--- config.mk ---
export PLATFORM = sky130hd
export DESIGN_NAME = slice_loader
export DESIGN_NICKNAME = d
export VERILOG_FILES = /design/src/rtl/slice_loader.sv
export SDC_FILE = /design/constraint.sdc
export NUM_CORES = 1
export LEC_CHECK = 0
export BUFFER_PORTS_ARGS = -buffer_cell sky130_fd_sc_hd__buf_2
export CORE_MARGIN = 2
export CORE_UTILIZATION = 35
export DETAILED_ROUTE_END_ITERATION = 10
export GPL_ROUTABILITY_DRIVEN = 0
export PLACE_DENSITY = 0.66
export RECOVER_POWER = 25
export SETUP_SLACK_MARGIN = 0.2
export SYNTH_ARGS = -nofsm -noshare
export SYNTH_HDL_FRONTEND = slang
export SYNTH_SLANG_ARGS = --single-unit
--- constraint.sdc ---
create_clock -name clk -period 2.21 [get_ports clk]
set_input_delay 0.442 -clock clk [delete_from_list [all_inputs] [get_ports clk]]
set_output_delay 0.442 -clock clk [all_outputs]
set_load 0.05 [all_outputs]
--- src/rtl/slice_loader.sv ---
// Line-memory loader: accepts cfg_count lines from upstream, writes them to the line memory,
// kicks the downstream rotation controller and waits for its done. Optional parity check: SLICE_LOADER_PARITY_EN.
module slice_loader #(
  parameter int SIZE    = 5,
  parameter int MEMSIZE = 25
) (
  input  logic               clk,
  input  logic               rst,
  input  logic               go,
  input  logic [5:0]         cfg_count,
  input  logic               in_valid,
  input  logic [MEMSIZE-1:0] in_line,
  output logic               in_ready,
  output logic               mem_we,
  output logic [5:0]         mem_addr,
  output logic [MEMSIZE-1:0] mem_wdata,
  output logic               start,
  output logic [5:0]         count,
  input  logic               done,
  output logic               busy,
  output logic               loaded
`ifdef SLICE_LOADER_PARITY_EN
  ,
  input  logic               in_parity,
  output logic               par_err
`endif
);

  // A line is one SIZE x SIZE bit slice; a mismatched pair is a configuration error.
  if (SIZE * SIZE != MEMSIZE) begin : g_bad_cfg
    $error("slice_loader: MEMSIZE must equal SIZE*SIZE");
  end

  typedef enum logic [1:0] {
    IDLE = 2'd0,
    LOAD = 2'd1,
    KICK = 2'd2,
    WAIT = 2'd3
  } state_t;

  state_t     state_q, state_d;
  logic [5:0] addr_q, addr_d;
  logic [5:0] count_q, count_d;
  logic       accept;
  logic       last_line;

  assign accept    = (state_q == LOAD) && in_valid;
  // count_q - 1 wraps to 63 for a count of 0, which encodes a 64-line load.
  assign last_line = (addr_q == (count_q - 6'd1));

  always_ff @(posedge clk or negedge rst) begin
    if (!rst) begin
      state_q <= IDLE;
      addr_q  <= 6'd0;
      count_q <= 6'd0;
    end else begin
      state_q <= state_d;
      addr_q  <= addr_d;
      count_q <= count_d;
    end
  end

  always_comb begin
    state_d  = state_q;
    addr_d   = addr_q;
    count_d  = count_q;
    in_ready = 1'b0;
    start    = 1'b0;
    loaded   = 1'b0;
    unique case (state_q)
      IDLE: begin
        if (go) begin
          count_d = cfg_count;
          addr_d  = 6'd0;
          state_d = LOAD;
        end
      end
      LOAD: begin
        in_ready = 1'b1;
        if (in_valid) begin
          addr_d = addr_q + 6'd1;
          if (last_line) state_d = KICK;
        end
      end
      KICK: begin
        start   = 1'b1;
        state_d = WAIT;
      end
      WAIT: begin
        if (done) begin
          loaded  = 1'b1;
          state_d = IDLE;
        end
      end
      default: state_d = IDLE;
    endcase
  end

  // Write port is gated so it reads all-zero whenever no line is being accepted.
  assign mem_we    = accept;
  assign mem_addr  = accept ? addr_q : 6'd0;
  assign mem_wdata = accept ? in_line : '0;
  assign count     = count_q;
  assign busy      = (state_q != IDLE);

`ifdef SLICE_LOADER_PARITY_EN
  logic par_err_q, par_err_d;

  always_comb begin
    par_err_d = par_err_q;
    if ((state_q == IDLE) && go) par_err_d = 1'b0;
    else if (accept && ((^in_line) != in_parity)) par_err_d = 1'b1;
  end

  always_ff @(posedge clk or negedge rst) begin
    if (!rst) par_err_q <= 1'b0;
    else      par_err_q <= par_err_d;
  end

  assign par_err = par_err_q;
`else
  // Parity checking is not built in this configuration.
`endif

endmodule

* Word level (Yosys, flattened, before mapping)
Index checks and enable logic that the tools add are counted.
** Storage, ports and cells
- Register bits after elaboration :: 14
- Output and inout bits :: 42
- Logic and storage cells :: 34
** Operators by class
- Add/subtract/negate cells :: 2
- Equal/unequal tests :: 8
- Mux-type cells :: 14
- Reductions and logical operators :: 7
** Operators with widths (number)
- 2-to-1 mux 25 bit :: 1
- 2-to-1 mux 6 bit :: 3
- case mux 6 bit (2 select lines) :: 1
- 2-to-1 mux 2 bit :: 4
- != test 2 bit (second input constant) :: 4
- case mux 2 bit (4 select lines) :: 1
- adder 6 x 1 -> 6 bit (second input constant) :: 1
- equality test 6 bit :: 1
- subtractor 6 x 1 -> 6 bit (second input constant) :: 1
- equality test 2 bit (second input constant) :: 2
- 2-to-1 mux 1 bit :: 4
- AND reduction 4 bit :: 1
- nonzero test 2 bit :: 2
- AND reduction 3 bit :: 1
- equality test 2 x 1 -> 1 bit (second input constant) :: 1
- logical NOT 2 bit :: 1
- AND reduction 2 bit :: 1
- logical AND 1 bit :: 1

* Longest topological paths before layout
- Depth in word-level cells :: 5
- Gate-level depth with buffers :: 7
- Depth with buffers taken out :: 7

* Worst setup path after synthesis
No wires, ideal clock.
- Kind :: reg2out
- Start :: reg state_q[1]
- End :: out mem_wdata[17]
- Data arrival time :: 2.111 ns
- Path slack :: -0.343 ns
- Cell stages (with the launch flop) :: 6
- Buffers on the path :: 2
- Cell sequence :: dfrtp_1 -> inv_1 -> ha_1 -> clkbuf_1 -> clkbuf_1 -> and3_1
** Between the ends
- Longest elaborated chain between the ends :: 3
** Ends and longest elaborated chain
- start, declared :: RTL line 41 : state_t state_q, state_d;
- start signal, assigned :: RTL line 57 : state_q <= state_d;
- equality test 2 x 1 -> 1 bit :: RTL line 47 : assign accept = (state_q == LOAD) && in_valid;
- logical AND 1 bit :: RTL line 47
- 2-to-1 mux 25 bit :: RTL line 102 : assign mem_wdata = accept ? in_line : '0;
- end, declared :: RTL line 16 : output logic [MEMSIZE-1:0] mem_wdata,
Every way passes these cells.

* Worst setup path after layout
- Start :: reg state_q[1]
- End :: out mem_wdata[21]
The elaborated chain is that of the path after synthesis.

==> metrics.log <==
[metrics] Root Driver: clkbuf_4
[metrics] I/O pin cnt: between 70 and 80
[metrics] Worst Reg2Reg Path Length in Cells: 6
[metrics] Core Region: roughly 0.0033 mm²
[metrics] number of diodes: 0
[metrics] cells taking the most area after synthesis: dfrtp_1 30%, and3_1 18%, ha_1 7.5%
[metrics] top achievable clock speed: 504 MHz
[metrics] worst endpoint data arrival time: between 1.5 and 2 ns
[metrics] required time reported for the critical path endpoint: about 1.8 ns
[metrics] synth cell count leaders: 33 x and3_1, 14 x dfrtp_1, 9 x nor2_1
[metrics] fraction of power spent switching nets: around 55%
[metrics] Placement Cell Area: roughly 0.0016 mm²
[metrics] clock slew at reported path FFs: roughly 0.1 ns
[metrics] final period demand of the worst path: approximately 2 ns
[metrics] kind of start point of the critical path: flop
[metrics] Final period util: about nine tenths
[metrics] async set-reset flop share out of synthesis: 100%
[metrics] Max Transition Viols Final: 0
[metrics] PwrDens: 1310 mW/mm²
[metrics] number of DRC markers in iteration 0: 40
[metrics] total of buffers placed on input and output ports: a little under 80
[metrics] via count: roughly 1,300
[metrics] total nets after synthesis: 179
[metrics] Final Hold Viols: 0
[metrics] CTS tree: yes
[metrics] Area Overhead vs Synth: 60.8%
[metrics] cells after synthesis: approximately 140
[metrics] #FFs+latches synth: 14
[metrics] Setup Viol. Count Final: 0
[metrics] most common cell in the synthesized netlist: and3_1
[metrics] most area-hungry cell type in the Yosys netlist: dfrtp_1
[metrics] design area: 0.00189 mm²
[metrics] register share of total power: 20.1%
[metrics] area share of the largest cell type after synthesis: between 20% and 30%
[metrics] run status: completed
[metrics] initial cell density of the core: roughly 36%
[metrics] number of flops mapped to enable cells by yosys: 0
[metrics] clock sink total: 14
[metrics] count of synthesis-stage warnings from yosys: 0
[metrics] placement row count: 21
[metrics] maximum fanout along the worst path: 11
[metrics] Chip Width: a little over 60 µm
[metrics] total power draw: approximately 2500 µW
[metrics] static leakage: between 0.001 and 0.0015 µW
[metrics] utilization of the core after routing: 57.5%
[metrics] net switching power figure: approximately 1400 µW
[metrics] Netlist Area Pre-Place: ~0.0012 mm²
[metrics] deepest clock path buffer count: 2
[metrics] largest vdd supply drop: between 0.6 and 0.7 mV
[metrics] maximum capacitance violations: 0
[metrics] number of antenna-violating nets in the routed design: 0
[metrics] endpoint kind of the worst setup timing path: primary output
[metrics] Overflow after GRT: 0
[metrics] Logic pwr share: a little under three quarters
[metrics] max-slew headroom at the worst pin: 48.0%
[metrics] total negative slack: 0 ns
[metrics] Detailed Place HPWL: between 2000 and 2500 µm
[metrics] number of library cell types mapped by synthesis: 33
[metrics] dominant register cell in the synthesized netlist: dfrtp_1
[metrics] Filler Cells Inserted: 309
[metrics] die outline height: 61.9 µm
[metrics] mean cell area of the mapped netlist: 8.64 µm²
[metrics] drt first pass iters: 4
[metrics] later-pin clock latency in the skew report: about 0.29 ns
[metrics] die area: between 0.003 and 0.004 mm²
[metrics] via count of the first global-routing pass: 1,100
[metrics] Slew @ Worst Pin: roughly 0.78 ns
[metrics] mean number of vias per cell: roughly 4.9
[metrics] clock share of power: under 10%
[metrics] total placed cells including tap cells: 252
[metrics] post-route non-filler standard cell count: roughly 260
[metrics] area of the multi-input gates: 822 µm²
[metrics] fraction of final layout cells with drive strength greater than 1: between 40% and 50%
[metrics] Crit Path Class: reg -> out
[metrics] post-synthesis sequential area ratio: 29.8%
[metrics] antenna violations before repair: 0
[metrics] overall routed net length: 3300 µm
[metrics] wire length per cell: approximately 13 µm
[metrics] path class of the lowest-slack min-delay path: in -> async
[metrics] global-route wire length before repair: approximately 4800 µm
[metrics] number of H-tree branching levels: 1
[metrics] Power Internal: 1120 µW
[metrics] Clock Skew: 0.00917 ns
[metrics] area taken by flip-flops and latches: between 300 and 400 µm²
[metrics] number of remaining DRC errors: 0
[metrics] NumNets Final: ~260
[metrics] largest net degree at the start of global routing: 31
[metrics] global-route usage over all layers: between 15 and 20%
[metrics] total clock buffers created by CTS: 3
[metrics] RSZ-0062 raised after global routing: true
kinds of logic after synthesis:
group                    share of synthesized area (%)
AO/OA/AOI/OAI                                     9.58
XOR/XNOR                                          7.45
adder cells (fa/ha/maj)                           7.45
flip-flops                                        29.8
AND/OR/NAND/NOR                                   34.2
buffers and inverters                             4.90
multiplexers                                      6.60
power groups by stage:
stage          Clock, µW  Combinational (µW)  Sequential, µW
2_1_floorplan          0                1090             679
3_3_place_gp           0                1570             504
3_5_place_dp           0                1570             507
4_1_cts              195                1690             504
5_1_grt              201                1920             519
6_report             195                1780             495
flip-flops by register name, summed over array words and instances, names as in the netlist:
| register | count |
|---|---|
| state_q | 2 |
| addr_q | 6 |
| count | 6 |
cell type report:
| cell class | instances | share of cell area [%] |
|---|---|---|
| clock buffer | 4 | 1.92 |
| inverter | 7 | 1.39 |
| multi-input combinational | 107 | 43.5 |
| sequential | 14 | 18.7 |
| tap | 46 | 3.05 |
| timing repair buffer | 85 | 31.4 |
placed cells by master, fill, tap and decap left out, types with 5 or more instances in the layout:
cell and instances:
buf_2 44, and3_1 26, buf_6 16, dfrtp_1 11
clkbuf_4 11, buf_4 11, nor2_1 9, and3_4 7
inv_1 6, mux2_2 6, xor2_1 6, ha_1 6
nand3_1 5
worst paths after layout:
path / start / to / slack (ns)
max in group asynchronous: rst / count[1]$_DFFE_PN0P_ / 1.48
min in group clk: cfg_count[0] / count[0]$_DFFE_PN0P_ / 0.37
max: state_q[1]$_DFFE_PN0P_ / mem_wdata[21] / 0.23
max reg2reg: count[0]$_DFFE_PN0P_ / state_q[0]$_DFFE_PN0P_ / 0.37
min reg2reg: count[5]$_DFFE_PN0P_ / count[5]$_DFFE_PN0P_ / 0.57
min: rst / addr_q[0]$_DFFE_PN0P_ / 0.19
stage by stage:
stage,hold WS (ns),setup WS [ns]
2_1_floorplan,0.146,0.247
3_3_place_gp,0.364,0.282
3_5_place_dp,0.359,0.283
4_1_cts,0.0389,0.202
5_1_grt,0.257,0.167
6_report,0.190,0.225
metal layers:
metal | GRT usage (%) | vias to the layer above | wire length, µm
met1 | 19.7 | 595 | 1380
met4 | 4.56 | 0 | 25
met5 | 0 | - | 0
met2 | 30.5 | 55 | 1640
li1 | - | 647 | -
met3 | 2.48 | 4 | 245
timing repair:
action                     4_1_cts  5_1_grt
resized for setup               23       27
setup endpoints to repair       33       36
hold buffers                     0        0
buffers inserted                 3        4
worst max-delay path, stage by stage, from the launching register on:
cell and delay [ns]:
dfrtp_1 0.43, inv_2 0.11, ha_4 0.17, buf_12 0.12, and3_4 0.16, buf_2 0.25
Power figures use the tool's default switching activity.
